===== src/rtl/blockram_fifo_controller.sv =====
// FIFO controller driving an external dual-port blockram as its storage array.
// A two-entry output buffer hides the one-cycle blockram read latency.
`ifndef BYTE_LEN_IN_BITS
`define BYTE_LEN_IN_BITS 8
`endif

module blockram_fifo_controller #(
    parameter int SINGLE_ENTRY_WIDTH_IN_BITS = 64,
    parameter int NUM_SET                    = 64,
    parameter int SET_PTR_WIDTH_IN_BITS      = $clog2(NUM_SET),
    parameter int WRITE_MASK_LEN             = SINGLE_ENTRY_WIDTH_IN_BITS / `BYTE_LEN_IN_BITS
) (
    input  logic                                  clk_in,
    input  logic                                  reset_in,
    input  logic                                  flush_in,
    input  logic                                  in_valid_in,
    input  logic [SINGLE_ENTRY_WIDTH_IN_BITS-1:0] in_data_in,
    output logic                                  in_ready_out,
    output logic                                  out_valid_out,
    output logic [SINGLE_ENTRY_WIDTH_IN_BITS-1:0] out_data_out,
    input  logic                                  out_ready_in,
    output logic [SET_PTR_WIDTH_IN_BITS+1:0]      occupancy_out,
    output logic                                  error_out,
    output logic                                  bram_write_access_en_out,
    output logic [WRITE_MASK_LEN-1:0]             bram_write_en_out,
    output logic [SET_PTR_WIDTH_IN_BITS-1:0]      bram_write_set_addr_out,
    output logic [SINGLE_ENTRY_WIDTH_IN_BITS-1:0] bram_write_data_out,
    output logic                                  bram_read_access_en_out,
    output logic [SET_PTR_WIDTH_IN_BITS-1:0]      bram_read_set_addr_out,
    input  logic [SINGLE_ENTRY_WIDTH_IN_BITS-1:0] bram_read_data_in,
    input  logic                                  bram_read_valid_in
);

    localparam int PW = SET_PTR_WIDTH_IN_BITS;
    localparam int W  = SINGLE_ENTRY_WIDTH_IN_BITS;
    localparam logic [PW:0] FULL_COUNT = (PW+1)'(NUM_SET);
    localparam logic [PW:0] PTR_ONE    = (PW+1)'(1);
    localparam logic [PW:0] PTR_ZERO   = (PW+1)'(0);

    logic [PW:0]  wr_ptr_r, rd_ptr_r, bram_count_s;
    logic         pending_r, error_r;
    logic [1:0]   buf_cnt_r, buf_cnt_next_s;
    logic [W-1:0] buf0_r, buf1_r, buf0_next_s, buf1_next_s;
    logic         full_s, push_s, pop_s, ret_s, rd_issue_s;
    logic [2:0]   held_s;

    // Handshakes and prefetch decision; a pop in this cycle frees a slot for the next return.
    always_comb begin
        bram_count_s  = wr_ptr_r - rd_ptr_r;
        full_s        = (bram_count_s == FULL_COUNT);
        in_ready_out  = reset_in && !full_s;
        out_valid_out = (buf_cnt_r != 2'd0);
        push_s        = in_valid_in && in_ready_out && !flush_in;
        pop_s         = out_valid_out && out_ready_in && !flush_in;
        ret_s         = pending_r && !flush_in;
        held_s        = {1'b0, buf_cnt_r} + {2'b00, pending_r} - {2'b00, pop_s};
        rd_issue_s    = !flush_in && (bram_count_s != PTR_ZERO) && (held_s < 3'd2);
    end

    // Blockram port drive, zeroed whenever no access is made.
    always_comb begin
        if (push_s) begin
            bram_write_access_en_out = 1'b1;
            bram_write_en_out        = {WRITE_MASK_LEN{1'b1}};
            bram_write_set_addr_out  = wr_ptr_r[PW-1:0];
            bram_write_data_out      = in_data_in;
        end else begin
            bram_write_access_en_out = 1'b0;
            bram_write_en_out        = {WRITE_MASK_LEN{1'b0}};
            bram_write_set_addr_out  = {PW{1'b0}};
            bram_write_data_out      = {W{1'b0}};
        end
        if (rd_issue_s) begin
            bram_read_access_en_out = 1'b1;
            bram_read_set_addr_out  = rd_ptr_r[PW-1:0];
        end else begin
            bram_read_access_en_out = 1'b0;
            bram_read_set_addr_out  = {PW{1'b0}};
        end
    end

    // Output buffer next state: entry 0 is always the head.
    always_comb begin
        buf0_next_s    = buf0_r;
        buf1_next_s    = buf1_r;
        buf_cnt_next_s = buf_cnt_r;
        case ({ret_s, pop_s})
            2'b10: begin
                if (buf_cnt_r == 2'd0) begin
                    buf0_next_s = bram_read_data_in;
                end else begin
                    buf1_next_s = bram_read_data_in;
                end
                buf_cnt_next_s = buf_cnt_r + 2'd1;
            end
            2'b01: begin
                buf0_next_s    = buf1_r;
                buf_cnt_next_s = buf_cnt_r - 2'd1;
            end
            2'b11: begin
                if (buf_cnt_r == 2'd1) begin
                    buf0_next_s = bram_read_data_in;
                end else begin
                    buf0_next_s = buf1_r;
                    buf1_next_s = bram_read_data_in;
                end
            end
            default: begin
                buf_cnt_next_s = buf_cnt_r;
            end
        endcase
    end

    // Pointer, pending-read and buffer state; flush clears contents synchronously.
    always_ff @(posedge clk_in or negedge reset_in) begin
        if (!reset_in) begin
            wr_ptr_r  <= PTR_ZERO;
            rd_ptr_r  <= PTR_ZERO;
            pending_r <= 1'b0;
            buf_cnt_r <= 2'd0;
            buf0_r    <= {W{1'b0}};
            buf1_r    <= {W{1'b0}};
        end else if (flush_in) begin
            wr_ptr_r  <= PTR_ZERO;
            rd_ptr_r  <= PTR_ZERO;
            pending_r <= 1'b0;
            buf_cnt_r <= 2'd0;
        end else begin
            if (push_s) begin
                wr_ptr_r <= wr_ptr_r + PTR_ONE;
            end
            if (rd_issue_s) begin
                rd_ptr_r <= rd_ptr_r + PTR_ONE;
            end
            pending_r <= rd_issue_s;
            buf_cnt_r <= buf_cnt_next_s;
            buf0_r    <= buf0_next_s;
            buf1_r    <= buf1_next_s;
        end
    end

    // Sticky error: a read came back without the blockram flagging it valid.
    always_ff @(posedge clk_in or negedge reset_in) begin
        if (!reset_in) begin
            error_r <= 1'b0;
        end else if (ret_s && !bram_read_valid_in) begin
            error_r <= 1'b1;
        end
    end

    assign out_data_out  = buf0_r;
    assign error_out     = error_r;
    assign occupancy_out = {1'b0, bram_count_s} + (PW+2)'(pending_r) + (PW+2)'(buf_cnt_r);

endmodule


===== config.mk =====
export PLATFORM = sky130hd
export DESIGN_NAME = blockram_fifo_controller
export DESIGN_NICKNAME = d
export VERILOG_FILES = /design/src/rtl/blockram_fifo_controller.sv
export SDC_FILE = /design/constraint.sdc
export NUM_CORES = 1
export LEC_CHECK = 0
export BUFFER_PORTS_ARGS = -buffer_cell sky130_fd_sc_hd__buf_4
export CAP_MARGIN = 20
export CELL_PAD_IN_SITES_DETAIL_PLACEMENT = 1
export CELL_PAD_IN_SITES_GLOBAL_PLACEMENT = 1
export CORE_MARGIN = 1
export CORE_UTILIZATION = 39
export DETAILED_ROUTE_END_ITERATION = 7
export PLACE_DENSITY = 0.95
export SYNTH_ARGS = -nofsm -noshare
export SYNTH_HDL_FRONTEND = slang
export SYNTH_SLANG_ARGS = --single-unit

===== constraint.sdc =====
create_clock -name clk_in -period 5.18 [get_ports clk_in]
set_input_delay 0.777 -clock clk_in [delete_from_list [all_inputs] [get_ports clk_in]]
set_output_delay 0.777 -clock clk_in [all_outputs]
set_load 0.02 [all_outputs]

==> results of run 1 <==
-- final timing paths --
| check | to | slack [ns] | cells after the start |
|---|---|---|---|
| max | bram_write_data_out[52] | 0.55 | 12 |
| min | buf1_r[16] | 0.30 | 1 |
| max reg2reg | rd_ptr_r[5] | 1.45 | 12 |
| min reg2reg | buf1_r[0] | 0.50 | 1 |
| max in group asynchronous | out_data_out[37] | 3.74 | 2 |
| min in group clk_in | buf1_r[0] | 0.50 | 1 |
-- logic make-up after synthesis --
| group | count (synthesis) | share of synthesized area, % |
|---|---|---|
| AND/OR/NAND/NOR | 200 | 13.9 |
| flip-flops | 146 | 50.2 |
| multiplexers | 134 | 19.6 |
| AO/OA/AOI/OAI | 99 | 7.63 |
| buffers and inverters | 65 | 3.88 |
| adder cells (fa/ha/maj) | 16 | 3.16 |
| XOR/XNOR | 14 | 1.68 |
-- power by group through the flow --
stage	clock network [mW]	logic, mW	registers, mW
after floorplan	0	1.30	2.20
after global placement	0	2.43	1.93
after detailed placement	0	2.53	1.97
after CTS	1.33	2.56	1.97
after global routing	1.38	2.73	2.03
final	1.31	2.53	1.97
-- cells in the final DEF (no fill, tap or decap), types with 4 or more instances in the layout --
cell type | Yosys | layout
dfrtp_1 | 146 | 146
buf_4 | 8 | 299
fa_1 | 4 | 4
xnor2_1 | 6 | 6
o21ai_0 | 10 | 10
xor2_1 | 8 | 8
a21oi_1 | 78 | 77
bufinv_16 | 0 | 4
nor2_1 | 85 | 84
nor3_1 | 6 | 6
clkinv_4 | 0 | 5
inv_1 | 18 | 18
mux2i_1 | 67 | 67
nand3_1 | 6 | 6
and2_1 | 73 | 73
or3_1 | 8 | 8
ha_1 | 12 | 12
clkbuf_16 | 0 | 17
nand2_1 | 8 | 6
mux2_2 | 65 | 65
-- metal layers --
layer	global-route usage, %	wire (um)	vias up
met2	46.2	12600	210
met3	6.46	1470	45
li1	-	-	2836
met1	24.5	8010	2968
met5	0	0	-
met4	14.4	1110	0
-- area by class of cell --
type | instances | area share [%]
flip-flops and latches | 146 | 35.5
multi-input cells | 463 | 32.9
repair buffers | 300 | 22.0
clock buffers | 20 | 4.35
well taps | 229 | 2.79
clock inverters | 11 | 1.75
inverters | 18 | 0.657
diodes | 3 | 0.0730
-- state kept, by name (all words and copies together) (netlist names) --
signal and count:
out_data_out 64, wr_ptr_r 7, pending_r 1, error_out 1
rd_ptr_r 7, buf_cnt_r 2, buf1_r 64
-- critical path, stage by stage, from the launching register on --
cell	delay, ns
dfrtp_1	0.42
inv_1	0.14
ha_1	0.19
inv_1	0.07
fa_1	0.40
xnor2_1	0.36
nand3_1	0.13
or4_4	0.48
o211ai_2	0.50
nor2_4	0.03
buf_4	0.31
and2_1	0.26
buf_4	0.16
==> impl_metrics.csv, run 1 <==
group,metric,value,unit
floorplan,dieHeight,139,um
finish,fin_cells,1190,
clocking,cts.sinks,146,
place,place_area,9640,um2
synth,ys_seq_elements,146,
floorplan,die_w,139,um
critical_path,worstPathMaxFanout,78,
finish,syn2layout_area_growth,41.1,%
power,powerDensity,565,nW/um2
synth,synth_common_cells,"dfrtp_1, nor2_1, a21oi_1",
power,p_leak,5.29,nW
power,pwr-share-comb,43.6,%
power,ir_drop,0.319,mV
synth,async_flop_share,100,%
place,place.gp.congestion,0.891,
floorplan,start_util,40.1,%
route,dr_total_vias,6059,
route,drt_iter0_drc,232,
critical_path,arrival,3.86,ns
grt,grt_pass1_vias,6715,
place,place_ws,0.990,ns
route,antenna_left,0,
synth,synth-edff-count,0,
finish,regArea,3650,um2
power,p_seq_share,33.9,%
floorplan,dieArea,19200,um2
power,fin_total_pwr,5.81,mW
job,cap_violations,0,
floorplan,row_count,49,
power,p_sw_share,38.0,%
clocking,htree_num_levels,4,
route,wire_per_inst,19.4,um
power,pwr-share-clk,22.5,%
power,internal_power,3.60,mW
clocking,clockBufferDepth,2,
synth,yosysWarnings,0,
synth,synth-seq-area-share,50.2,%
sta,skew,0.00777,ns
status,violations,"design-rule violations",
critical_path,r2r-start,"buf_cnt_r[1]",
grt,grt_usage,24.6,%
grt,grt_max_degree,79,
route,remaining_drc_errors,25,
clocking,tritoncts,"done",
floorplan,ios,295,
grt,overflow,0,
critical_path,criticalPathCategory,"reg -> out",
place,port_buffers,294,
clocking,postCtsHoldBufs,0,
synth,synthesis.area,7280,um2
sta,finalHoldViolCount,0,
synth,synth_area_leader_cell,"dfrtp_1",
finish,drive_gt1_share,42.0,%
synth,synth_nets,824,
synth,synth_cell_types,39,
finish,finish.utilization,56.6,%
synth,yosys-top-cells-area,"dfrtp_1, mux2_2, mux2i_1, and2_1, a21oi_1",
grt,antenna_found_initial,3,
sta,worst_pin_slew,1.04,ns
finish,multi_input_area,3380,um2
status,status,"finished, violations left",
floorplan,core,18100,um2
clocking,cts_resized,0,
finish,final_cell_area,10300,um2
power,p_sw,2.21,mW
critical_path,cp-end-kind,"output pin",
sta,setup_viol,0,
critical_path,critPathLaunch,"wr_ptr_r[0]",
finish,nFillCells,1972,
sta,fin_crit,4.63,ns
clocking,clk-insertion-delay-late,0.42,ns
synth,syn_avg_cell_area,10.8,um2
synth,yosysMostFrequentCell,"dfrtp_1",
grt,grt_pass1_wl,36500,um
hold_path,min_path_type,"in -> async",
clocking,cts.clk_slew.worst_paths,0.06,ns
route,drt_pass1_iterations,7,
clocking,post-cts-setup-buffers,0,
sta,slew_viol_final,0,
place,hpwl,16900,um
critical_path,required,4.40,ns
route,wirelength,23100,um
sta,slew_headroom,30.9,%
sta,rsz0062_at_grt,"false",
finish,num-nets-final,1096,
synth,synthCells,674,
critical_path,start_kind,"register",
sta,clock.fmax,0.216,GHz
synth,synthFlopType,"dfrtp_1",
sta,timing.final.ws_setup,0.546,ns
sta,hold_ws,0.297,ns
sta,fin_setup_tns,0,ns
place,dp.cells,1156,
route,via_per_inst,5.09,
sta,fin_crit_sh,89.5,%
clocking,cts_root_buf,"clkbuf_16",
synth,yosysTopAreaCellShare,50.2,%
clocking,numCtsBuffers,17,
(Power assumes the default switching activity.)
==> run 2: changes to the inputs <==
--- a/config.mk
+++ b/config.mk
@@ -12,7 +12,7 @@
 export CORE_MARGIN = 1
 export CORE_UTILIZATION = 39
 export DETAILED_ROUTE_END_ITERATION = 7
-export PLACE_DENSITY = 0.95
+export PLACE_DENSITY_LB_ADDON = 0.1
 export SYNTH_ARGS = -nofsm -noshare
 export SYNTH_HDL_FRONTEND = slang
 export SYNTH_SLANG_ARGS = --single-unit
==> run 2 against run 1 <==
Net effect:
- the flow still finishes with violations (design-rule violations)
- combinational power about the same
- clock skew up 0.0085 ns
- die area unchanged
- hold slack better by 0.064 ns
- first-iteration DRC count up 0.86%
- final cell count unchanged
- wire length stayed put
- register-to-register slack improved by 0.13 ns
- highest routed layer unchanged
==> impl_metrics.csv, run 2 (synthesis results as in run 1) <==
group,metric,value,unit
route,dr_total_vias,6103,
critical_path,r2r-end,"rd_ptr_r[5]",
clocking,cts_root_buf,"clkbuf_16",
critical_path,cp-end-kind,"output pin",
power,ir_drop,0.359,mV
place,place_area,9650,um2
finish,fin_cells,1190,
floorplan,core,18100,um2
route,wirelength,23100,um
grt,antenna_found_initial,2,
sta,skew,0.0162,ns
clocking,cts.sinks,146,
sta,slew_viol_final,0,
critical_path,max_stage_delay,0.62,ns
place,dp.cells,1156,
route,remaining_drc_errors,25,
route,drt_pass1_iterations,7,
critical_path,required,4.40,ns
sta,fin_crit_sh,89.6,%
finish,drive_gt1_share,42.2,%
sta,fin_setup_tns,0,ns
place,place_ws,0.997,ns
sta,rsz0062_at_grt,"false",
finish,regArea,3650,um2
floorplan,ios,295,
sta,fin_crit,4.64,ns
finish,num-nets-final,1096,
power,pwr-share-comb,44.4,%
status,status,"finished, violations left",
sta,slew_headroom,35.8,%
critical_path,worstPathCellList,"inv_1 > ha_1 > o21ai_0 > a21oi_1 > o311ai_1 > or4_4 > o211ai_2 > nor2_4 > buf_4 > and2_1 > buf_4",
clocking,cts.clk_slew.worst_paths,0.06,ns
critical_path,cp_slowest_cell,"o311ai_1",
finish,final_cell_mix,"buf_4, dfrtp_1, nor2_1",
status,violations,"design-rule violations",
power,powerDensity,555,nW/um2
sta,clock.fmax,0.215,GHz
power,pwr-share-clk,20.9,%
route,wire_per_inst,19.4,um
clocking,numCtsBuffers,17,
clocking,cts_resized,0,
power,p_sw,2.20,mW
power,internal_power,3.48,mW
floorplan,die_w,139,um
critical_path,r2r_slack,1.58,ns
sta,finalHoldViolCount,0,
finish,nFillCells,2003,
clocking,clk-insertion-delay-late,0.43,ns
power,p_sw_share,38.7,%
finish,final_cell_area,10200,um2
grt,grt_usage,24.8,%
route,drt_iter0_drc,234,
critical_path,cpLargestDelayFamily,"compound AO/OA/AOI/OAI gates",
floorplan,dieArea,19200,um2
floorplan,start_util,40.1,%
route,via_per_inst,5.13,
floorplan,dieHeight,139,um
grt,grt_pass1_wl,36600,um
clocking,postCtsHoldBufs,0,
critical_path,worstRegToRegCells,12,
finish,layout_commonest_cell,"buf_4",
grt,grt_max_degree,97,
job,cap_violations,0,
power,p_leak,5.25,nW
place,place.gp.congestion,0.902,
clocking,tritoncts,"done",
place,hpwl,17300,um
grt,overflow,0,
place,port_buffers,294,
critical_path,worstPathMaxFanout,78,
floorplan,row_count,49,
critical_path,criticalPathCategory,"reg -> out",
sta,timing.final.ws_setup,0.537,ns
finish,syn2layout_area_growth,40.5,%
clocking,clockBufferDepth,2,
grt,grt_pass1_vias,6566,
power,p_seq_share,34.8,%
critical_path,path_buf_inv,3,
critical_path,start_kind,"register",
critical_path,arrival,3.87,ns
finish,finish.utilization,56.4,%
critical_path,r2r-start,"buf_cnt_r[1]",
clocking,post-cts-setup-buffers,0,
hold_path,min_path_type,"in -> async",
sta,worst_pin_slew,0.960,ns
clocking,htree_num_levels,4,
critical_path,critPathMostFrequentCell,"buf_4",
route,antenna_left,0,
sta,setup_viol,0,
finish,multi_input_area,3370,um2
run 2: cell type report:
class | instances | share of cell area (%)
flip-flops and latches | 146 | 35.7
multi-input cells | 463 | 33.0
repair buffers | 300 | 22.2
clock buffers | 20 | 4.56
well taps | 229 | 2.80
clock inverters | 12 | 1.04
inverters | 18 | 0.661
diodes | 2 | 0.0489
run 2: worst max-delay path by stage:
| stage | from | to | slack [ns] | cells past startpoint |
|---|---|---|---|---|
| floorplan | buf_cnt_r[1] | bram_read_set_addr_out[0] | 1.44 | 12 |
| global placement | wr_ptr_r[0] | bram_write_data_out[41] | 1.14 | 13 |
| detailed placement | wr_ptr_r[0] | bram_write_data_out[40] | 1.0 | 12 |
| CTS | rd_ptr_r[2] | bram_write_data_out[40] | 0.54 | 11 |
| global route | wr_ptr_r[0] | bram_write_data_out[36] | 0.31 | 12 |
| finish | rd_ptr_r[2] | bram_write_data_out[40] | 0.54 | 11 |
run 2: layer usage:
layer	GRT usage, %	up-vias	part of all wire (%)
li1	-	2830	-
met2	46.2	199	54
met4	9.65	0	2.7
met1	26.0	3039	36
met3	7.49	35	7.0
met5	0	-	0
run 2: per-stage QoR:
stage,hold WS (ns),total power [mW]
3_3_place_gp,0.463,4.37
4_1_cts,0.420,5.73
5_1_grt,0.427,6.03
2_1_floorplan,0.479,3.51
6_report,0.361,5.67
3_5_place_dp,0.483,4.52
run 2: power groups by stage:
stage | Clock (mW) | Sequential (mW) | Combinational, mW
2_1_floorplan | 0 | 2.20 | 1.30
4_1_cts | 1.21 | 1.98 | 2.55
5_1_grt | 1.26 | 2.04 | 2.74
3_3_place_gp | 0 | 1.94 | 2.43
3_5_place_dp | 0 | 1.98 | 2.54
6_report | 1.18 | 1.97 | 2.52
run 2: worst reg2reg max path, cell delays in order, from the launching register on:
cell	delay (ns)
dfrtp_1	0.40
inv_1	0.17
ha_1	0.26
inv_1	0.11
nand2_1	0.11
nor2_1	0.37
ha_1	0.32
nor2b_1	0.15
fa_1	0.43
nor2_1	0.21
o31ai_4	0.21
nor4_1	0.38
mux2_1	0.36
